`src/rtl/snake_ps2_pkg.sv`:
```
// Shared types and defaults for the PS/2 keyboard front end of the snake game.
package snake_ps2_pkg;

  typedef enum logic [1:0] {
    IDLE,
    DATA,
    PARITY,
    STOP
  } ps2_state_t;

  localparam int PS2_FILTER_LEN_DEFAULT = 8;
  localparam int PS2_TIMEOUT_DEFAULT    = 200000;

endpackage

```
`src/rtl/ps2_sync_filter.sv`:
```
// Two-flop synchroniser plus run-length glitch filter for the PS/2 clock line.
// Emits a one-cycle fall strobe when the filtered level goes high -> low.
module ps2_sync_filter
  import snake_ps2_pkg::*;
#(
  parameter int FILTER_LEN = PS2_FILTER_LEN_DEFAULT
) (
  input  logic clk,
  input  logic reset,
  input  logic raw,
  output logic fall
);

  localparam int CW = (FILTER_LEN > 1) ? $clog2(FILTER_LEN) : 1;
  localparam logic [CW-1:0] CNT_LAST = CW'(FILTER_LEN - 1);

  logic [1:0]    sync_reg;
  logic          filt_reg;
  logic          filt_prev_reg;
  logic [CW-1:0] cnt_reg;

  // Idle bus is high, so everything resets to 1 to avoid a spurious fall.
  always_ff @(posedge clk or posedge reset) begin
    if (reset) begin
      sync_reg      <= 2'b11;
      filt_reg      <= 1'b1;
      filt_prev_reg <= 1'b1;
      cnt_reg       <= '0;
    end else begin
      sync_reg      <= {sync_reg[0], raw};
      filt_prev_reg <= filt_reg;
      if (sync_reg[1] == filt_reg) begin
        cnt_reg <= '0;
      end else if (cnt_reg == CNT_LAST) begin
        filt_reg <= sync_reg[1];
        cnt_reg  <= '0;
      end else begin
        cnt_reg <= cnt_reg + 1'b1;
      end
    end
  end

  assign fall = filt_prev_reg & ~filt_reg;

endmodule

```
`src/rtl/ps2_receiver.sv`:
```
// PS/2 frame receiver: 11-bit frames with odd parity, stop check and inter-bit
// timeout; keeps the two most recent scan-code bytes for the direction decoder.
module ps2_receiver
  import snake_ps2_pkg::*;
#(
  parameter int FILTER_LEN     = PS2_FILTER_LEN_DEFAULT,
  parameter int TIMEOUT_CYCLES = PS2_TIMEOUT_DEFAULT
) (
  input  logic        clk,
  input  logic        reset,
  input  logic        ps2_clk,
  input  logic        ps2_data,
  output logic [15:0] keycode,
  output logic        rx_done,
  output logic        frame_err
);

  localparam int TW = (TIMEOUT_CYCLES > 1) ? $clog2(TIMEOUT_CYCLES) : 1;
  localparam logic [TW-1:0] TO_LAST = TW'(TIMEOUT_CYCLES - 1);

  ps2_state_t  state_reg, state_next;
  logic [1:0]  data_sync_reg;
  logic        data_bit;
  logic        clk_fall;
  logic        timeout;
  logic [2:0]  bit_cnt_reg, bit_cnt_next;
  logic [7:0]  shift_reg, shift_next;
  logic        parity_reg, parity_next;
  logic [TW-1:0] to_cnt_reg, to_cnt_next;
  logic [15:0] keycode_reg, keycode_next;
  logic        rx_done_reg, rx_done_next;
  logic        frame_err_reg, frame_err_next;

  ps2_sync_filter #(.FILTER_LEN(FILTER_LEN)) u_clk_filter (
    .clk   (clk),
    .reset (reset),
    .raw   (ps2_clk),
    .fall  (clk_fall)
  );

  assign data_bit = data_sync_reg[1];
  // A fall in the terminal-count cycle keeps the frame alive.
  assign timeout  = (state_reg != IDLE) && !clk_fall && (to_cnt_reg == TO_LAST);

  always_ff @(posedge clk or posedge reset) begin
    if (reset) state_reg <= IDLE;
    else       state_reg <= state_next;
  end

  always_comb begin
    state_next = state_reg;
    if (timeout) begin
      state_next = IDLE;
    end else if (clk_fall) begin
      case (state_reg)
        IDLE:    if (!data_bit) state_next = DATA;
        DATA:    if (bit_cnt_reg == 3'd7) state_next = PARITY;
        PARITY:  state_next = STOP;
        STOP:    state_next = IDLE;
        default: state_next = IDLE;
      endcase
    end
  end

  always_comb begin
    bit_cnt_next   = bit_cnt_reg;
    shift_next     = shift_reg;
    parity_next    = parity_reg;
    keycode_next   = keycode_reg;
    rx_done_next   = 1'b0;
    frame_err_next = 1'b0;
    to_cnt_next    = (state_reg == IDLE || clk_fall) ? '0 : to_cnt_reg + 1'b1;
    if (timeout) begin
      frame_err_next = 1'b1;
      to_cnt_next    = '0;
    end else if (clk_fall) begin
      case (state_reg)
        IDLE:   bit_cnt_next = 3'd0;
        DATA: begin
          shift_next   = {data_bit, shift_reg[7:1]};
          bit_cnt_next = bit_cnt_reg + 3'd1;
        end
        PARITY: parity_next = data_bit;
        STOP: begin
          if (data_bit && (^{shift_reg, parity_reg})) begin
            keycode_next = {keycode_reg[7:0], shift_reg};
            rx_done_next = 1'b1;
          end else begin
            frame_err_next = 1'b1;
          end
        end
        default: ;
      endcase
    end
  end

  always_ff @(posedge clk or posedge reset) begin
    if (reset) begin
      data_sync_reg <= 2'b11;
      bit_cnt_reg   <= '0;
      shift_reg     <= '0;
      parity_reg    <= 1'b0;
      to_cnt_reg    <= '0;
      keycode_reg   <= '0;
      rx_done_reg   <= 1'b0;
      frame_err_reg <= 1'b0;
    end else begin
      data_sync_reg <= {data_sync_reg[0], ps2_data};
      bit_cnt_reg   <= bit_cnt_next;
      shift_reg     <= shift_next;
      parity_reg    <= parity_next;
      to_cnt_reg    <= to_cnt_next;
      keycode_reg   <= keycode_next;
      rx_done_reg   <= rx_done_next;
      frame_err_reg <= frame_err_next;
    end
  end

  assign keycode   = keycode_reg;
  assign rx_done   = rx_done_reg;
  assign frame_err = frame_err_reg;

endmodule

```
`config.mk`:
```
export PLATFORM = sky130hd
export DESIGN_NAME = ps2_receiver
export DESIGN_NICKNAME = d
export VERILOG_FILES = /design/src/rtl/snake_ps2_pkg.sv /design/src/rtl/ps2_sync_filter.sv /design/src/rtl/ps2_receiver.sv
export SDC_FILE = /design/constraint.sdc
export NUM_CORES = 1
export LEC_CHECK = 0
export ABC_AREA = 1
export CORE_MARGIN = 2
export CORE_UTILIZATION = 30
export CTS_CLUSTER_DIAMETER = 40
export CTS_CLUSTER_SIZE = 24
export DETAILED_ROUTE_END_ITERATION = 7
export PLACE_DENSITY = 0.57
export SYNTH_ARGS = -nofsm -noshare
export SYNTH_HDL_FRONTEND = slang
export SYNTH_SLANG_ARGS = --single-unit
```
`constraint.sdc`:
```
create_clock -name clk -period 1.8 [get_ports clk]
set_input_delay 0.27 -clock clk [delete_from_list [all_inputs] [get_ports clk]]
set_output_delay 0.27 -clock clk [all_outputs]
set_load 0.03 [all_outputs]
```
==> implementation parameters <==
Parameter                              Value

Finish
  Number of fillers in the final layout    964
  Register cell area after layout    1490 sq um
  Share of final-layout standard cells stronger than drive strength 1    around 16%
  Flip-flop count of the largest register after layout    18
  ANT cells    0
  Post-layout util    38.5%
  Area occupied by multi-input gates    1270 sq um
  Nets    just under 400
  Final instance area    between 3000 and 4000 sq um
  Area growth from synthesis to final layout    22.9%

Hold path
  Kind of path behind the tightest hold check    primary input to asynchronous set/reset pin

Power
  Power density of the placed cells    1060 nW/um^2
  Leakage power of the design    between 1.5 and 2 nW
  Peak supply drop    0.000468 V

Setup path
  Cell type group with the largest total delay on the critical path    buffers and inverters
  Max stage delay cell, worst path    clkdlybuf4s50_1
  Critical Path Max Stage Delay    0.68 ns
  Worst setup SP type    flip-flop
  CP Data Required Time    1.53 ns
  Worst reg2reg path depth    10
  Buf/Inv on CP    1
  Category of the worst setup path capture point    output pin
  Signal arrival time at the worst endpoint    between 1 and 1.5 ns
  Number of stages on the worst setup path    1
  Critical path, cell by cell    clkdlybuf4s50_1
  Highest net fanout along the worst path    3
  Crit Path Class    flip-flop to output pin

Placement
  Total half-perimeter wirelength after legalization and detailed placement    3830 microns
  Area after DPL    3290 sq um
  Final Wtd Congestion    0.814
  # port buffers    21

Floorplanning
  Number of I/O pins    22
  Count of standard-cell rows    35
  Starting utilization of the core area    a little under a third
  Die Ht    103 microns
  Overall die area    10500 sq um
  Width of the die    approximately 100 microns
  Core area    9330 sq um

Drt
  Drt drc    0
  Number of DRC violations after detailed-routing iteration 0    58
  Via density per instance    4.41
  Wirelength per Cell    11.3 microns
  Number of detailed-route iterations in the first pass    4
  Number of nets with antenna violations after routing    0
  Via count    ~2300
  Final wirelength    5860 microns

Global routing
  Pin count of the biggest net entering global routing    60
  Most used routing layer    met2
  Global-route wire length before repair    9890 microns
  Vias in the first global route    2199
  Met2 Track Usage GR    19.6%
  Overall fraction of global-route tracks in use    12.0%
  Met1 routing resource usage after global routing    14.8%
  Initial antenna violation count    0
  Met3 Resource Use GR    3.86%
  Total grt overflow    0

Synth
  Most used standard cell by instance count after synthesis    nand2_1
  Synth Instances    350
  Number of enable flip-flop cells after synthesis    0
  Synthesized area per cell    8.34 sq um
  Fraction of synthesis flops using an asynchronous set or reset pin    100%
  Sequential element share of the synthesized area    50.9%
  Synth top area share    45.5%
  Synthesized cell area    2920 sq um
  Flop and latch count out of synthesis    59
  Dominant register cell in the synthesized netlist    dfrtp_1
  Top cell type by total area after synthesis    dfrtp_1
  Yosys warns    0
  Commonest cells in the netlist    nand2_1 (110), dfrtp_1 (53), inv_1 (37), nor2_1 (31), nand4_1 (19)
  Biggest area contributors in the synthesized netlist    dfrtp_1 (45%), nand2_1 (14%), dfstp_2 (5.4%), inv_1 (4.8%), ha_1 (4.3%)
  Distinct cell type count after synthesis    28
  Synth Net Count    about 360

Timing
  Endpoints failing hold    0
  Maximum clock rate    595 MHz
  Final setup skew    0.00915 ns
  Fin. max-slew vios    0
  Total negative slack for setup checks    0 ns
  Time the worst path needs with I/O delays and setup    1.68 ns
  Measured slew at the worst slew-check pin    0.480 ns
  Setup repair after global routing missed its margin    no
  Tightest slew margin relative to the limit    between 60 and 70%
  Final worst path period share    93.4%
  Setup violators final    0

Clocking
  Number of hold buffers added after cts    0
  Num CTS Buffers    9
  Clock slew at the register clock pins of the worst setup and hold paths    0.08 ns
  CTS Sinks    slightly below 60
  Clock root cell    clkbuf_8
  CTS tree    yes
  Insertion delay of the later-clocked pin in the worst-skew pair    0.34 ns
  Depth of the CTS H-tree    3
  Clock buffer depth    2

Flow run
  Maxcap violations    0

Outcome
  Outcome    completed
==> area by class of cell <==
class / count / share of cell area (%)
flip-flops and latches: 59 / 41.4
multi-input cells: 241 / 35.5
repair buffers: 28 / 7.67
inverters: 45 / 4.71
well taps: 129 / 4.50
clock buffers: 9 / 3.45
clock inverters: 7 / 2.79
==> placed cells by master, fill, tap and decap left out, drive strengths merged, types with 9 or more instances in the layout <==
| cell type | n |
|---|---|
| nand2 | 120 |
| dfrtp | 53 |
| inv | 46 |
| nor2 | 38 |
| nand4 | 22 |
| clkdlybuf4s50 | 21 |
| o21ai | 19 |
| nand3 | 11 |
| ha | 10 |
| clkbuf | 9 |
==> metrics by stage <==
step	hold slack, ns	worst slack [ns]	cells	power, W
global route	0.303	0.0133	518	0.00408
global placement	0.348	0.217	498	0.00238
finish	0.311	0.120	518	0.00381
floorplan	0.274	0.0836	350	0.00222
detailed placement	0.347	0.154	498	0.00240
CTS	0.310	0.101	514	0.00379
==> what timing repair did <==
| action | 4_1_cts | 5_1_grt |
|---|---|---|
| endpoints found under the hold margin | 0 | 0 |
| setup endpoints to repair | 0 | 24 |
| gates resized for setup | 0 | 9 |
| buffers inserted | 0 | 3 |
==> power by group <==
| group | switching, W | leakage (nW) | internal [W] | total (W) |
|---|---|---|---|---|
| combinational | 0.000599 | 0.824 | 0.000299 | 0.000898 |
| sequential | 0.0000945 | 0.794 | 0.00146 | 0.00156 |
| clock | 0.000565 | 0.114 | 0.000791 | 0.00136 |
==> layer usage <==
metal / vias to the layer above / routed length (microns)
li1: 1176 / -
met1: 1066 / 2840
met5: - / 0
met3: 4 / 201
met2: 38 / 2790
met4: 0 / 31
==> path summary, 6_finish.rpt <==
check / start / end / slack [ns]
min: reset / keycode[4] / 0.31
max: keycode[2] / keycode[2] / 0.12
min in group clk: ps2_data / data_sync_reg[0] / 0.33
min reg2reg: u_clk_filter.sync_reg[0] / u_clk_filter.sync_reg[1] / 0.36
max in group asynchronous: reset / u_clk_filter.filt_reg / 1.18
max reg2reg: to_cnt_reg[1] / to_cnt_reg[17] / 0.21
==> kinds of logic after synthesis <==
group / synth area share [%]
simple gates: 31.5
fa+ha+maj: 4.29
buf+inv: 7.33
compound gates: 3.95
flops: 50.9
xor+xnor: 2.10
No activity file was read; power rests on OpenSTA's default activity.
